`config.mk`:
```
export PLATFORM = sky130hd
export DESIGN_NAME = door_sequencer
export DESIGN_NICKNAME = d
export VERILOG_FILES = /design/src/rtl/door_sequencer.sv
export SDC_FILE = /design/constraint.sdc
export NUM_CORES = 1
export LEC_CHECK = 0
export ABC_CLOCK_PERIOD_IN_PS = 4100
export BUFFER_PORTS_ARGS = -buffer_cell sky130_fd_sc_hd__buf_2
export CAP_MARGIN = 20
export CORE_ASPECT_RATIO = 0.75
export CORE_MARGIN = 1
export CORE_UTILIZATION = 59
export DETAILED_ROUTE_END_ITERATION = 8
export PLACE_DENSITY = 0.83
export RECOVER_POWER = 100
export SLEW_MARGIN = 0
export SYNTH_ARGS = -nofsm -noshare
export SYNTH_HDL_FRONTEND = slang
export SYNTH_SLANG_ARGS = --single-unit
```
`constraint.sdc`:
```
create_clock -name CP -period 4.1 [get_ports CP]
set_input_delay 0.41 -clock CP [delete_from_list [all_inputs] [get_ports CP]]
set_output_delay 0.41 -clock CP [all_outputs]
set_load 0.02 [all_outputs]
```
`src/rtl/door_sequencer.sv`:
```
// door_sequencer: opens a door in STAGES steps, dwells HOLD_TICKS cycles at
// full open, then closes in STAGES steps. close shortens the dwell, pause
// extends it (bounded to MAX_PAUSE cycles per door cycle), obstruct reopens a
// closing door, and dropping st_open aborts straight back to IDLE.
//
// Ports
//   CP         in   clock, rising edge
//   CR         in   asynchronous active-low clear
//   st_open    in   door-cycle enable; rising edge starts a cycle
//   close      in   shorten dwell to CLOSE_LEFT remaining cycles
//   pause      in   freeze dwell counter
//   obstruct   in   reopen while closing
//   disp_stage out  door position, 0 closed .. STAGES open
//   count      out  dwell counter
//   state      out  IDLE=0, OPENING=1, HOLD=2, CLOSING=3
//   end_open   out  one-cycle pulse on normal completion
//   busy       out  state != IDLE
//
// state   | meaning
// IDLE    | door closed, waiting for a st_open rising edge
// OPENING | disp_stage stepping up toward STAGES
// HOLD    | fully open, count running toward HOLD_TICKS-1
// CLOSING | disp_stage stepping down toward 0
module door_sequencer #(
  parameter int CNT_W      = 7,
  parameter int STAGE_W    = 2,
  parameter int STAGES     = 3,
  parameter int HOLD_TICKS = 21,
  parameter int CLOSE_LEFT = 3,
  parameter int MAX_PAUSE  = 10
) (
  input  logic               CP,
  input  logic               CR,
  input  logic               st_open,
  input  logic               close,
  input  logic               pause,
  input  logic               obstruct,
  output logic [STAGE_W-1:0] disp_stage,
  output logic [CNT_W-1:0]   count,
  output logic [1:0]         state,
  output logic               end_open,
  output logic               busy
);

  localparam int PAUSE_W = (MAX_PAUSE < 1) ? 1 : $clog2(MAX_PAUSE + 1);

  localparam logic [STAGE_W-1:0] STAGE_FULL = STAGE_W'(STAGES);
  localparam logic [STAGE_W-1:0] STAGE_LAST = STAGE_W'(STAGES - 1);
  localparam logic [CNT_W-1:0]   CNT_LAST   = CNT_W'(HOLD_TICKS - 1);
  localparam logic [CNT_W-1:0]   CNT_CLOSE  = CNT_W'(HOLD_TICKS - CLOSE_LEFT);
  localparam logic [PAUSE_W-1:0] PAUSE_MAX  = PAUSE_W'(MAX_PAUSE);

  typedef enum logic [1:0] {
    IDLE    = 2'd0,
    OPENING = 2'd1,
    HOLD    = 2'd2,
    CLOSING = 2'd3
  } state_t;

  state_t               state_q, state_d;
  logic [STAGE_W-1:0]   stage_q, stage_d;
  logic [CNT_W-1:0]     count_q, count_d;
  logic [PAUSE_W-1:0]   pause_cnt_q, pause_cnt_d;
  logic                 end_open_q, end_open_d;
  logic                 st_d_q, st_d_d;
  logic                 start;

  assign start = st_open & ~st_d_q;

  always_ff @(posedge CP or negedge CR) begin
    if (!CR) begin
      state_q     <= IDLE;
      stage_q     <= '0;
      count_q     <= '0;
      pause_cnt_q <= '0;
      end_open_q  <= 1'b0;
      st_d_q      <= 1'b0;
    end else begin
      state_q     <= state_d;
      stage_q     <= stage_d;
      count_q     <= count_d;
      pause_cnt_q <= pause_cnt_d;
      end_open_q  <= end_open_d;
      st_d_q      <= st_d_d;
    end
  end

  always_comb begin
    state_d     = state_q;
    stage_d     = stage_q;
    count_d     = count_q;
    pause_cnt_d = pause_cnt_q;
    end_open_d  = 1'b0;
    st_d_d      = st_open;

    if (state_q == IDLE) begin
      stage_d     = '0;
      count_d     = '0;
      pause_cnt_d = '0;
      if (start) state_d = OPENING;
    end else if (!st_open) begin
      // Abort outranks every other input.
      state_d     = IDLE;
      stage_d     = '0;
      count_d     = '0;
      pause_cnt_d = '0;
    end else begin
      unique case (state_q)
        OPENING: begin
          // The >= also covers a reopen from STAGES (obstruct on the first
          // closing cycle), so the stage never passes STAGES.
          if (stage_q >= STAGE_LAST) begin
            stage_d = STAGE_FULL;
            state_d = HOLD;
            count_d = '0;
          end else begin
            stage_d = stage_q + STAGE_W'(1);
          end
        end
        HOLD: begin
          if (count_q == CNT_LAST) begin
            state_d = CLOSING;
            count_d = '0;
          end else if (close && (count_q < CNT_CLOSE)) begin
            count_d = CNT_CLOSE;
          end else if (pause && (pause_cnt_q < PAUSE_MAX)) begin
            pause_cnt_d = pause_cnt_q + PAUSE_W'(1);
          end else begin
            count_d = count_q + CNT_W'(1);
          end
        end
        CLOSING: begin
          if (obstruct) begin
            state_d = OPENING;
          end else begin
            stage_d = stage_q - STAGE_W'(1);
            if (stage_q == STAGE_W'(1)) begin
              state_d    = IDLE;
              end_open_d = 1'b1;
            end
          end
        end
        default: state_d = IDLE;
      endcase
    end
  end

  assign disp_stage = stage_q;
  assign count      = count_q;
  assign state      = state_q;
  assign end_open   = end_open_q;
  assign busy       = (state_q != IDLE);

endmodule
```
==> qor.txt <==
Status - finished clean
Root buffer cell - clkbuf_4
HP Class - in -> async
Setup crit end kind - flip-flop
First-pass GRT wire length - 3.41 mm
Initial antenna violation count - 0
Ant. Diodes - 0
Synthesized area - 0.00112 mm^2
Post-synth top area share - 0.380
Tcrit/Tclk final - 0.637
Worst Path Max Fanout - 9
CP top delay family - compound AO/OA/AOI/OAI gates
First-pass DRT Iterations - 4
Syn-to-layout area delta - 7.72%
Max incr delay on CP - 870 ps
Crit path max-delay cell type - o31ai_1
DR WL/cell - 14.0 um
Final std cells w/o fill - 156
Hold_ws - 207 ps
Final Total Pwr - 641 uW
Synthesized instance count - 114
Slew Viols, Final - 0
CTS Hold Bufs - 0
Power per Cell Area - 532 mW/mm^2
Crit path time final - 2610 ps
Most common cell in the synthesized netlist - dfrtp_1
Dpl cells - 152
Count of cell types in the netlist - 37
FF+latch count, synth - 17
Setup tns final - 0 ps
Clk sinks - 17
Placer Congestion - 0.777
CTS clock-pin slew for the worst setup and hold paths - 100 ps
Final Setup Violations - 0
Synth top area cells - dfrtp_1 38%, ha_1 12%, a22o_1 5.5%, o31ai_4 3.8%, nor2_1 3.4%
DR vias - 903
Worst R2R End - count[0]
Core Box Area - 0.00176 mm^2
Chip width - 52.3 um
Nets - 152
Rel. slew slack - 0.350
Async S/R FF share, synth - 1.00
Leak Pwr - 0.533 nW
Hpwl dp - 1.61 mm
Crit path DAT - 2790 ps
Die Area - 0.00208 mm^2
Reg2reg path depth - 6
Total Routing Usage GR - 0.232
FF-to-FF Start - state[0]
Max-cap violations - 0
Synth cell count leaders - 17 x dfrtp_1, 11 x ha_1, 10 x nor2_1
H-tree lvl count - 1
Post-synth EDFFs - 0
Num CTS Buffers - 3
Max Buffers Root-to-Sink - 2
Post-Syn Nets - 131
WP buf/inv - 1
Synth warn - 0
Area leader, netlist - dfrtp_1
Final hold vios - 0
Post-CTS resize count - 0
Die height - 39.7 um
Type of the worst setup path - reg -> reg
Largest net degree at the start of global routing - 18
Startpoint class of the critical path - flip-flop
Max Fclk - 383 MHz
Ys flop type - dfrtp_1
Layout cells sized above 1 - 0.0672
IO Count - 19
Slew of the pin with the lowest slew margin - 967 ps
Clock Latency Late Sink - 290 ps
Detail-routed via count per cell - 5.79
I/O Buffers - 18
Routed WL - 2.18 mm
CTS tree - built
Critical Path RT - 4280 ps
DR iter-0 viols - 18
DR DRC count - 0
Design Area, Final - 0.00120 mm^2
Register area share after synthesis - 0.380
RSZ-0062 raised after global routing - false
ANT nets after route - 0
Vias in the first global route - 762
Worst Skew - 6.83 ps
R2R Setup Slk - 1490 ps
VDD IR max - 0.369 mV
GRT overflow - 0
Setup Fix Bufs, Post-CTS - 0
Std-Cell Rows - 13
Cell Area, Placed - 0.00123 mm^2
CP cell instances - inv_1 > ha_1 > o31ai_1 > o31ai_1 > nor2_1 > mux2_2
Mapped Avg Cell Area - 9.81 um^2
CP most frequent cell - o31ai_1
Initial Util - 0.637
==> registers in the layout, summed over array words and instances, names as in the netlist <==
signal / cells
count: 7
pause_cnt_q: 4
disp_stage: 2
state: 2
end_open: 1
st_d_q: 1
==> cell type report <==
cell class | count | area (um^2)
Multi-Input combinational cell | 87 | 624
Fill cell | 150 | 552
Sequential cell | 17 | 425
Timing Repair Buffer | 18 | 71.3
Inverter | 8 | 30.0
Tap cell | 22 | 27.5
Clock buffer | 4 | 26.3
==> worst reg2reg max path: stages, from the launching register on <==
cell and delay, ps:
dfrtp_1 450, inv_1 150, ha_1 200, o31ai_1 200, o31ai_1 870, nor2_1 290, mux2_2 340
==> routing by layer <==
metal	up-vias	global-route usage	part of all wire
li1	450	-	-
met1	421	0.330	0.53
met2	30	0.346	0.41
met3	2	0.0814	0.055
met4	0	0.0197	0.0046
met5	-	0	0
==> cells by family after synthesis <==
logic type | after synthesis | synth area share
buffers and inverters | 10 | 0.0347
xor gates and xnor gates | 2 | 0.0157
AOI/OAI and AO/OA | 29 | 0.214
DFF | 17 | 0.380
adders and majority gates | 11 | 0.123
muxes | 4 | 0.0369
and+or+nand+nor | 41 | 0.196
==> where the power goes <==
group / internal [mW] / switching [mW]
sequential: 0.190 / 0.0300
clock: 0.0378 / 0.0504
combinational: 0.123 / 0.210
==> how the worst max path moves through the flow <==
stage / from / endpoint / depth (start not counted)
2_1_floorplan: state[0] / count[0] / 7
3_3_place_gp: state[0] / count[0] / 7
3_5_place_dp: state[0] / count[0] / 7
4_1_cts: state[0] / count[0] / 7
5_1_grt: count[1] / count[1] / 7
6_report: state[0] / count[0] / 6
==> layout by cell type (no fill, tap or decap), types with 2 or more instances in the layout <==
| cell type | n |
|---|---|
| dfrtp_1 | 17 |
| clkbuf_1 | 16 |
| nor2_1 | 11 |
| ha_1 | 11 |
| nand2_1 | 9 |
| inv_1 | 8 |
| o21ai_0 | 7 |
| a22o_1 | 7 |
| nor3_1 | 5 |
| o31ai_1 | 3 |
| nand3_1 | 3 |
| mux2i_1 | 3 |
| clkbuf_4 | 3 |
| buf_2 | 3 |
| or3_1 | 2 |
| o2bb2ai_1 | 2 |
| a21oi_1 | 2 |
| xnor2_1 | 2 |
| a22oi_1 | 2 |
==> metrics by stage <==
stage | util | setup slack (ps)
CTS | 0.714 | 2000
floorplan | - | 2020
detailed placement | 0.699 | 2020
global route | 0.686 | 1300
global placement | 0.699 | 2070
finish | 0.686 | 1490
No activity file was read; power rests on OpenSTA's default activity.
